<file path="src/rtl/fila_bridge.sv">
// ---------------------------------------------------------------------------
// fila_bridge
//   Queue-plus-handshake bridge between the 100 kHz deserializer and the
//   consumer. It runs the four-phase data_ready/ack_in handshake, brings the
//   cross-domain control inputs into clk_10KHz and stores the words in a
//   circular FIFO. When the FIFO is full it either applies backpressure or
//   acknowledges the word and drops it, depending on DROP_WHEN_FULL.
//
// Parameters
//   DATA_W         word width
//   DEPTH          FIFO entries (>= 2, any value)
//   DROP_WHEN_FULL 0: withhold ack while full, 1: ack and discard when full
//   LEN_W          width of len_out
//
// Ports
//   clk_10KHz   in   clock
//   reset       in   asynchronous, active-high reset
//   data_in     in   word from the deserializer, stable while data_ready=1
//   data_ready  in   word valid (100 kHz domain, synchronised here)
//   ack_in      out  handshake acknowledge to the deserializer
//   dequeue_in  in   pop request, asynchronous level (one pop per rising edge)
//   data_out    out  last popped word
//   len_out     out  current occupancy, 0..DEPTH
//   full        out  len_out == DEPTH
//   empty       out  len_out == 0
//   drop_count  out  words discarded in drop mode, saturates at 255
//   underflow   out  one-cycle pulse on a pop request while empty
// ---------------------------------------------------------------------------
module fila_bridge #(
  parameter int DATA_W         = 8,
  parameter int DEPTH          = 8,
  parameter bit DROP_WHEN_FULL = 1'b0,
  parameter int LEN_W          = $clog2(DEPTH + 1)
) (
  input  logic              clk_10KHz,
  input  logic              reset,
  input  logic [DATA_W-1:0] data_in,
  input  logic              data_ready,
  output logic              ack_in,
  input  logic              dequeue_in,
  output logic [DATA_W-1:0] data_out,
  output logic [LEN_W-1:0]  len_out,
  output logic              full,
  output logic              empty,
  output logic [7:0]        drop_count,
  output logic              underflow
);

  localparam int PTR_W = $clog2(DEPTH);

  typedef enum logic [0:0] {
    ST_IDLE = 1'b0,
    ST_ACK  = 1'b1
  } state_t;

  // Synchroniser and history flops
  logic r_dr_s1;
  logic r_dr_s2;
  logic r_dq_s1;
  logic r_dq_s2;
  logic r_dq_s3;

  // Handshake and queue state
  state_t            r_state;
  logic              r_ack;
  logic [7:0]        r_drop_cnt;
  logic [PTR_W-1:0]  r_wr_ptr;
  logic [PTR_W-1:0]  r_rd_ptr;
  logic [LEN_W-1:0]  r_len;
  logic [DATA_W-1:0] r_data_out;
  logic              r_underflow;
  logic [DATA_W-1:0] r_mem [DEPTH];

  // Combinational decode
  logic             w_dr_s;
  logic             w_pop_req;
  logic             w_pop_ok;
  logic             w_wr_en;
  logic             w_drop;
  logic             w_full;
  logic             w_empty;
  logic [PTR_W-1:0] w_wr_ptr_nxt;
  logic [PTR_W-1:0] w_rd_ptr_nxt;

  // Decode of the handshake/pop events and the wrapped pointer successors
  always_comb begin
    w_dr_s    = r_dr_s2;
    w_full    = (r_len == LEN_W'(DEPTH));
    w_empty   = (r_len == {LEN_W{1'b0}});
    w_pop_req = r_dq_s2 & ~r_dq_s3;
    w_pop_ok  = w_pop_req & ~w_empty;
    w_wr_en   = 1'b0;
    w_drop    = 1'b0;
    // A pop in the same cycle frees a slot, so a full queue still accepts.
    if ((r_state == ST_IDLE) && w_dr_s) begin
      if (!w_full || w_pop_ok) begin
        w_wr_en = 1'b1;
      end else if (DROP_WHEN_FULL) begin
        w_drop = 1'b1;
      end else begin
        w_drop = 1'b0;
      end
    end else begin
      w_wr_en = 1'b0;
    end
    // Explicit wrap so non power-of-two depths work.
    if (r_wr_ptr == PTR_W'(DEPTH - 1)) begin
      w_wr_ptr_nxt = {PTR_W{1'b0}};
    end else begin
      w_wr_ptr_nxt = r_wr_ptr + PTR_W'(1);
    end
    if (r_rd_ptr == PTR_W'(DEPTH - 1)) begin
      w_rd_ptr_nxt = {PTR_W{1'b0}};
    end else begin
      w_rd_ptr_nxt = r_rd_ptr + PTR_W'(1);
    end
  end

  // Two-flop synchronisers; the dequeue path keeps a history flop for edge detect
  always_ff @(posedge clk_10KHz or posedge reset) begin
    if (reset) begin
      r_dr_s1 <= 1'b0;
      r_dr_s2 <= 1'b0;
      r_dq_s1 <= 1'b0;
      r_dq_s2 <= 1'b0;
      r_dq_s3 <= 1'b0;
    end else begin
      r_dr_s1 <= data_ready;
      r_dr_s2 <= r_dr_s1;
      r_dq_s1 <= dequeue_in;
      r_dq_s2 <= r_dq_s1;
      r_dq_s3 <= r_dq_s2;
    end
  end

  // Handshake FSM: one word accepted (or dropped) per data_ready high phase
  always_ff @(posedge clk_10KHz or posedge reset) begin
    if (reset) begin
      r_state    <= ST_IDLE;
      r_ack      <= 1'b0;
      r_drop_cnt <= 8'd0;
    end else begin
      case (r_state)
        ST_IDLE: begin
          if (w_wr_en || w_drop) begin
            r_ack   <= 1'b1;
            r_state <= ST_ACK;
            if (w_drop && (r_drop_cnt != 8'hFF)) begin
              r_drop_cnt <= r_drop_cnt + 8'd1;
            end else begin
              r_drop_cnt <= r_drop_cnt;
            end
          end else begin
            r_ack   <= 1'b0;
            r_state <= ST_IDLE;
          end
        end
        ST_ACK: begin
          if (!w_dr_s) begin
            r_ack   <= 1'b0;
            r_state <= ST_IDLE;
          end else begin
            r_ack   <= 1'b1;
            r_state <= ST_ACK;
          end
        end
        default: begin
          r_ack   <= 1'b0;
          r_state <= ST_IDLE;
        end
      endcase
    end
  end

  // Pointers, occupancy, popped word and underflow pulse
  always_ff @(posedge clk_10KHz or posedge reset) begin
    if (reset) begin
      r_wr_ptr    <= {PTR_W{1'b0}};
      r_rd_ptr    <= {PTR_W{1'b0}};
      r_len       <= {LEN_W{1'b0}};
      r_data_out  <= {DATA_W{1'b0}};
      r_underflow <= 1'b0;
    end else begin
      if (w_wr_en) begin
        r_wr_ptr <= w_wr_ptr_nxt;
      end
      if (w_pop_ok) begin
        r_rd_ptr   <= w_rd_ptr_nxt;
        r_data_out <= r_mem[r_rd_ptr];
      end
      case ({w_wr_en, w_pop_ok})
        2'b10:   r_len <= r_len + LEN_W'(1);
        2'b01:   r_len <= r_len - LEN_W'(1);
        default: r_len <= r_len;
      endcase
      r_underflow <= w_pop_req & w_empty;
    end
  end

  // Storage array; contents are deliberately left unreset
  always_ff @(posedge clk_10KHz) begin
    if (w_wr_en) begin
      r_mem[r_wr_ptr] <= data_in;
    end
  end

  assign ack_in     = r_ack;
  assign data_out   = r_data_out;
  assign len_out    = r_len;
  assign full       = w_full;
  assign empty      = w_empty;
  assign drop_count = r_drop_cnt;
  assign underflow  = r_underflow;

endmodule

</file>
<file path="config.mk">
export PLATFORM = sky130hd
export DESIGN_NAME = fila_bridge
export DESIGN_NICKNAME = d
export VERILOG_FILES = /design/src/rtl/fila_bridge.sv
export SDC_FILE = /design/constraint.sdc
export NUM_CORES = 1
export LEC_CHECK = 0
export CORE_MARGIN = 2
export CORE_UTILIZATION = 45
export DETAILED_ROUTE_END_ITERATION = 12
export GPL_TIMING_DRIVEN = 0
export PLACE_DENSITY_LB_ADDON = 0.2
export SLEW_MARGIN = 40
export SYNTH_ARGS = -nofsm -noshare
export SYNTH_HDL_FRONTEND = slang
export SYNTH_SLANG_ARGS = --single-unit
export TNS_END_PERCENT = 10
</file>
<file path="constraint.sdc">
create_clock -name clk_10KHz -period 2.53 [get_ports clk_10KHz]
set_input_delay 0.253 -clock clk_10KHz [delete_from_list [all_inputs] [get_ports clk_10KHz]]
set_output_delay 0.253 -clock clk_10KHz [all_outputs]
set_load 0.03 [all_outputs]
</file>
# [Yosys cells after proc, flatten, opt, wreduce, memory -nomap -nowiden]
# Memories as Yosys holds them, arrays and structs flattened. A register that Yosys moved wholly into a read port is not among the register bits.
# Index checks and enable logic that the tools add are counted.
[totals] reg_bits=17 ram_bits=64 input_bits=12 output_inout_bits=24 elab_cells=40 memories=1
[classes] add_sub_neg=4 n_eq_ne=5 muxes=9 bitwise_logic=6 reduce_logical=5
[mem_list] name="r_mem" depth=8 width=8 read_ports=1 rd_clocked_by_memory_dff=1 wr=1 line_no="72" rtl="logic [DATA_W-1:0] r_mem [DEPTH];"
[ops] op="4-bit one-hot mux with 2 select lines" count=1
[ops] op="3-bit by 1-bit adder with 3-bit output, second input constant" count=2
[ops] op="3-bit == test, second input constant" count=2
[ops] op="3-bit 2-to-1 mux" count=2
[ops] op="1-bit 2-to-1 mux" count=5
[ops] op="4-bit by 1-bit adder with 4-bit output, second input constant" count=1
[ops] op="4-bit == test, second input constant" count=1
[ops] op="4-bit logical NOT" count=1
[ops] op="4-bit by 1-bit subtractor with 4-bit output, second input constant" count=1
[ops] op="1-bit bitwise AND" count=3
[ops] op="1-bit NOT" count=3
[ops] op="2-bit by 1-bit == test with 1-bit output, second input constant" count=1
[ops] op="2-bit == test, second input constant" count=1
[ops] op="1-bit one-hot mux with 2 select lines" count=1
[ops] op="2-bit nonzero test" count=1
[ops] op="1-bit logical AND" count=1
[ops] op="1-bit logical NOT" count=1
[ops] op="1-bit logical OR" count=1

# [Longest topological paths before layout]
[logic_depth] depth_word=8 depth_mapped=8 mapped_depth_nobuf=8

# [Least setup slack after synthesis]
# No wires, ideal clock.
[synth_path] path_kind="register -> register" from="register r_len[0], in the netlist len_out[0]" to="register r_len[3], in the netlist len_out[3]" setup_time_ps=126 t_arrival_ps=2521 required_ps=2404 path_slack_ps=-117 stages_incl_launch_ff=9 period_less_slack_ps=2647 path_cell_list="dfrtp_1 or4_4 inv_1 nor3_1 ha_1 a21oi_1 and2_1 nor2_1 a221o_1"
[synth_between] elab_chain_len=8 elab_cells_between_ends=14 cone_classes="add/sub (2); eq/ne (3); mux (3); bitwise (2); reduce/logical (4)"
[synth_rtl] element="start: declaration" line_no="69" rtl="logic [LEN_W-1:0] r_len;"
[synth_rtl] element="start signal: assignment" line_no="180" rtl="r_len <= {LEN_W{1'b0}};"
[synth_rtl] element="start signal: assignment" line_no="192" rtl="2'b10: r_len <= r_len + LEN_W'(1);"
[synth_rtl] element="start signal: assignment" line_no="193" rtl="2'b01: r_len <= r_len - LEN_W'(1);"
[synth_rtl] element="4-bit logical NOT *" line_no="89" rtl="w_empty = (r_len == {LEN_W{1'b0}});"
[synth_rtl] element="via empty" line_no="44" rtl="output logic empty,"
[synth_rtl] element="1-bit NOT *" line_no="91" rtl="w_pop_ok = w_pop_req & ~w_empty;"
[synth_rtl] element="1-bit bitwise AND *" line_no="91"
[synth_rtl] element="1-bit logical OR" line_no="96" rtl="if (!w_full || w_pop_ok) begin"
[synth_rtl] element="1-bit 2-to-1 mux" line_no="96"
[synth_rtl] element="1-bit 2-to-1 mux" line_no="95" rtl="if ((r_state == ST_IDLE) && w_dr_s) begin"
[synth_rtl] element="2-bit by 1-bit == test with 1-bit output / 2-bit == test (equally long branches)" line_no="191" rtl="case ({w_wr_en, w_pop_ok})"
[synth_rtl] element="4-bit one-hot mux with 2 select lines / 2-bit nonzero test (equally long branches)"
# Mark *: on every way through the listed nets, which the timed path passes. The rest lies on a longest branch.
# A chain may end at the register's enable or synchronous reset.

# [Worst setup path after layout]
[layout_path] from="register r_len[0], in the netlist len_out[0]" to="register r_len[3], in the netlist len_out[3]"
[layout_between] elab_chain_len=8 elab_cells_between_ends=14 cone_classes="add/sub (2); eq/ne (3); mux (3); bitwise (2); reduce/logical (4)"
[layout_rtl] element="4-bit logical NOT" line_no="89"
[layout_rtl] element="1-bit NOT" line_no="91"
[layout_rtl] element="1-bit bitwise AND" line_no="91"
[layout_rtl] element="1-bit logical OR" line_no="96"
[layout_rtl] element="1-bit 2-to-1 mux" line_no="96"
[layout_rtl] element="1-bit 2-to-1 mux" line_no="95"
[layout_rtl] element="2-bit by 1-bit == test with 1-bit output / 2-bit == test (equally long branches)" line_no="191"
[layout_rtl] element="4-bit one-hot mux with 2 select lines / 2-bit nonzero test (equally long branches)"
# Parallel ways exist; a longest one is shown, timed or not.

==> results by stage <==
STA:
- The final clock period utilization by the worst path is 0.9586.
- Setup repair after global routing left no endpoint under its margin.
- The slew at the pin closest to its max-slew limit is 815.7 ps.
- The worst pin sits at a relative slew slack of 0.4532.
- The number of max-slew violations in the final report came to 0.
- The summed negative setup slack over all endpoints is 0 ps.
- Static timing analysis puts the maximum clock frequency at 412.3 MHz.
- The clock period could shrink to 2425 ps.
- The number of setup violations in the final report is 0.
- After layout, the worst setup slack is 104.7 ps.
- The final worst clock skew is 11.51 ps.
- The final-report hold violation count came to 0.

Logic synthesis:
- Of the post-synthesis cell area, the dominant cell type holds 0.5257.
- The proportion of synthesized chip area in sequential cells is 0.6968.
- The cell type with the largest total area after synthesis is edfxtp_1.
- The leading register cell type out of synthesis is edfxtp_1.
- The number of flops mapped to enable cells by yosys is 64.
- Counting flops with an async set or reset pin after synthesis yields a share of 0.2809.
- Dividing the synthesized area by the synthesized cell count gives 16.69 um2.
- The count of yosys warnings during synthesis is 0.
- After synthesis the cells add up to 0.003656 mm2.
- The post-synthesis register bit count is 89.
- Counting every instance in the synthesized netlist gives 219.
- The most frequent cell after synthesis is edfxtp_1.
- After synthesis, the netlist uses 35 different library cells.
- Yosys attributes the largest share of cell area to edfxtp_1 (53%), dfrtp_1 (17%), mux4_2 (9.9%).
- After synthesis, the most frequently instantiated cells are edfxtp_1 (64), dfrtp_1 (25), mux4_2 (16).

Clocking:
- In this run, CTS created clock tree buffers numbering 9.
- The tree is rooted in a clkbuf_8.
- The clock latency at the later pin of the worst-skew pair is 350 ps.
- The count of hold buffers inserted by post-cts repair is 0.
- The register clock-pin slew on the reported worst setup and hold paths is 100 ps.
- CTS built an H-tree with a depth of 3.
- The clock drives 89 sinks.
- TritonCTS built the clock tree.
- The number of buffers on the longest clock path is 2.

Die:
- For this configuration, the core starts out at a cell density of 0.4683.
- The number of core rows is 32.
- The count of pins on the block boundary is 36.
- The die covers 0.008861 mm2.
- The height of the chip is 94.14 um.
- The total area inside the core boundary comes to 0.007807 mm2.
- In this run the horizontal extent of the chip is 94.14 um.

Placed design:
- Counting tap cells, the placed design contains a total of 357 instances.
- The HPWL reported at the end of detailed placement is 4305 um.
- The total of buffers placed on input and output ports is 27.
- The post-placement setup slack is 84.67 ps.
- The final estimated routing congestion in global placement is 0.7881.

Critical path:
- Walking the worst path, the cells encountered are or4_4, clkinvlp_4, nor3_2, ha_1, a21oi_2, a211oi_2, a21o_1, a221o_1.
- Among all stages on the critical path, the largest delay is contributed by or4_4.
- Data arrives at the worst endpoint at 2660 ps.
- The flop-to-flop setup slack is 100 ps.
- The setup path with the least slack is of type reg -> reg.
- The kind of cell adding the most delay to the critical path is compound AO/OA/AOI/OAI gates.
- The worst setup path is captured at a register.
- The data required time of the critical path is 2770 ps.
- Along the worst path, the maximum fanout reaches 6.
- The count of buffering cells on the critical path with inverters included is 1.
- The critical path startpoint category is a register.
- The largest single stage delay on the critical path is 590 ps.

Power:
- In this run the power density over the cells is 1053 mW/mm2.
- The worst supply voltage drop on vdd is 583.9 uV.
- The analysis attributes to cell leakage a power of 1.614 nW.

Cells and area:
- 0 antenna diodes ended up in the layout.
- The post-layout net count is 286.
- From synthesis to final layout, the design area changed by 19.82%.
- The share of final-layout standard cells stronger than drive strength 1 is 0.2610.
- The multi-input combinational cells in the finished layout cover a total of 0.001061 mm2.
- The count of cells in the finished layout, fillers not included, comes to 374.
- The total of fill cells in the finished design is 611.
- At the end of the flow the core is filled with cells to 0.5611.
- The footprint of the flip-flops and latches is 0.002550 mm2.

Detailed routing:
- For this run, the detailed router's first-pass iteration total came to 4.
- The average routed wire per standard cell is 17.90 um.
- The post-detailed-route count of antenna-violating nets is 0.
- The routed layout has 1950 vias.
- In the routed layout, each cell is associated on average with a via count of 5.214.
- The final wirelength is 6694 um.
- The starting DRC count in detailed routing is 137.
- The count of unresolved DRC violations after routing is 0.

GRT:
- The pin count of the biggest net entering global routing is 26.
- For this run, the total global-route usage over all layers was measured as 0.1663.
- The global-route congestion overflow total is 0.
- The via count of the first global-routing pass was 1983.
- The first-pass GRT wire length is 10620 um.
- The initial antenna violation count is 0.

Hold path:
- The worst hold path class is in -> async.

Job:
- The max-capacitance violation count is 0.

Status:
- The run finished with clean final reports.
-- cell type report --
cell class / instances / share of cell area
flip-flops and latches: 89 / 0.5821
plain buffers: 17 / 0.02514
clock inverters: 6 / 0.01742
inverters: 7 / 0.006855
repair buffers: 30 / 0.06570
multi-input cells: 113 / 0.2422
well taps: 102 / 0.02913
clock buffers: 10 / 0.03142
-- logic make-up after synthesis --
| family | after synthesis | synth area share |
|---|---|---|
| flops | 89 | 0.6968 |
| simple gates | 44 | 0.06092 |
| compound gates | 26 | 0.04552 |
| mux | 26 | 0.1277 |
| buf+inv | 24 | 0.03730 |
| fa+ha+maj | 7 | 0.02601 |
| xor+xnor | 2 | 0.004792 |
| other cells | 1 | 0.001026 |
-- per-stage QoR --
| stage | power, mW | hold slack (ps) | instance area, um2 |
|---|---|---|---|
| after floorplan | 3.058 | 280.3 | 3692 |
| after global placement | 3.523 | 335.3 | 4090 |
| after detailed placement | 3.575 | 341.1 | 4131 |
| after CTS | 4.610 | 296.2 | 4345 |
| after global routing | 4.872 | 313.0 | 4380 |
| final | 4.612 | 281.4 | 4380 |
-- where the power goes --
part	switching (mW)	internal, mW	leakage, nW
Clock	0.532	0.505	0.110
Combinational	0.863	0.739	0.622
Sequential	0.175	1.80	0.882
-- path summary, 6_finish.rpt --
check,start,endpoint,cells after the start
worst max-delay path,len_out[0]$_DFFE_PP0P_,len_out[3]$_DFFE_PP0P_,8
worst min-delay path,reset,data_out[0]$_DFFE_PP0P_,2
worst max register to register,len_out[0]$_DFFE_PP0P_,len_out[3]$_DFFE_PP0P_,8
worst min register to register,r_dr_s1$_DFF_PP0_,r_dr_s2$_DFF_PP0_,0
max in group asynchronous,reset,len_out[0]$_DFFE_PP0P_,2
min in group clk_10KHz,data_ready,r_dr_s1$_DFF_PP0_,1
-- sequential cells by signal (all words and copies together), names as in the netlist --
| signal | cells |
|---|---|
| underflow | 1 |
| r_rd_ptr | 3 |
| r_dq_s2 | 1 |
| len_out | 4 |
| r_dq_s3 | 1 |
| r_dr_s2 | 1 |
| r_wr_ptr | 3 |
| r_dq_s1 | 1 |
| data_out | 8 |
| r_mem | 64 |
| ack_in | 1 |
| r_dr_s1 | 1 |
-- layer usage --
layer	vias to the layer above	GRT usage	wire, um
met5	-	0	0
met4	0	0.04710	75
met3	7	0.05056	368
met2	55	0.2625	3243
met1	977	0.2249	3006
li1	911	-	-
-- cells in the final DEF (no fill, tap or decap), types with 2 or more instances in the layout --
cell	count
o21ai_0	13
inv_6	4
edfxtp_1	64
buf_2	6
mux2i_1	8
nand2b_1	6
buf_4	12
dfrtp_1	23
a21oi_1	3
nor2b_1	2
conb_1	8
mux4_2	16
inv_1	5
dfrtp_2	2
nor3_1	6
clkdlybuf4s50_1	27
nor2_1	4
nor2_2	3
nand2_1	13
clkbuf_8	10
nor3_4	2
nor3_2	3
a21o_1	3
ha_1	6
-- what timing repair did --
item	4_1_cts	5_1_grt
endpoints found under the setup margin	0	1
gates resized for setup	0	4
buffers inserted	0	1
No activity file was read; power rests on OpenSTA's default activity.
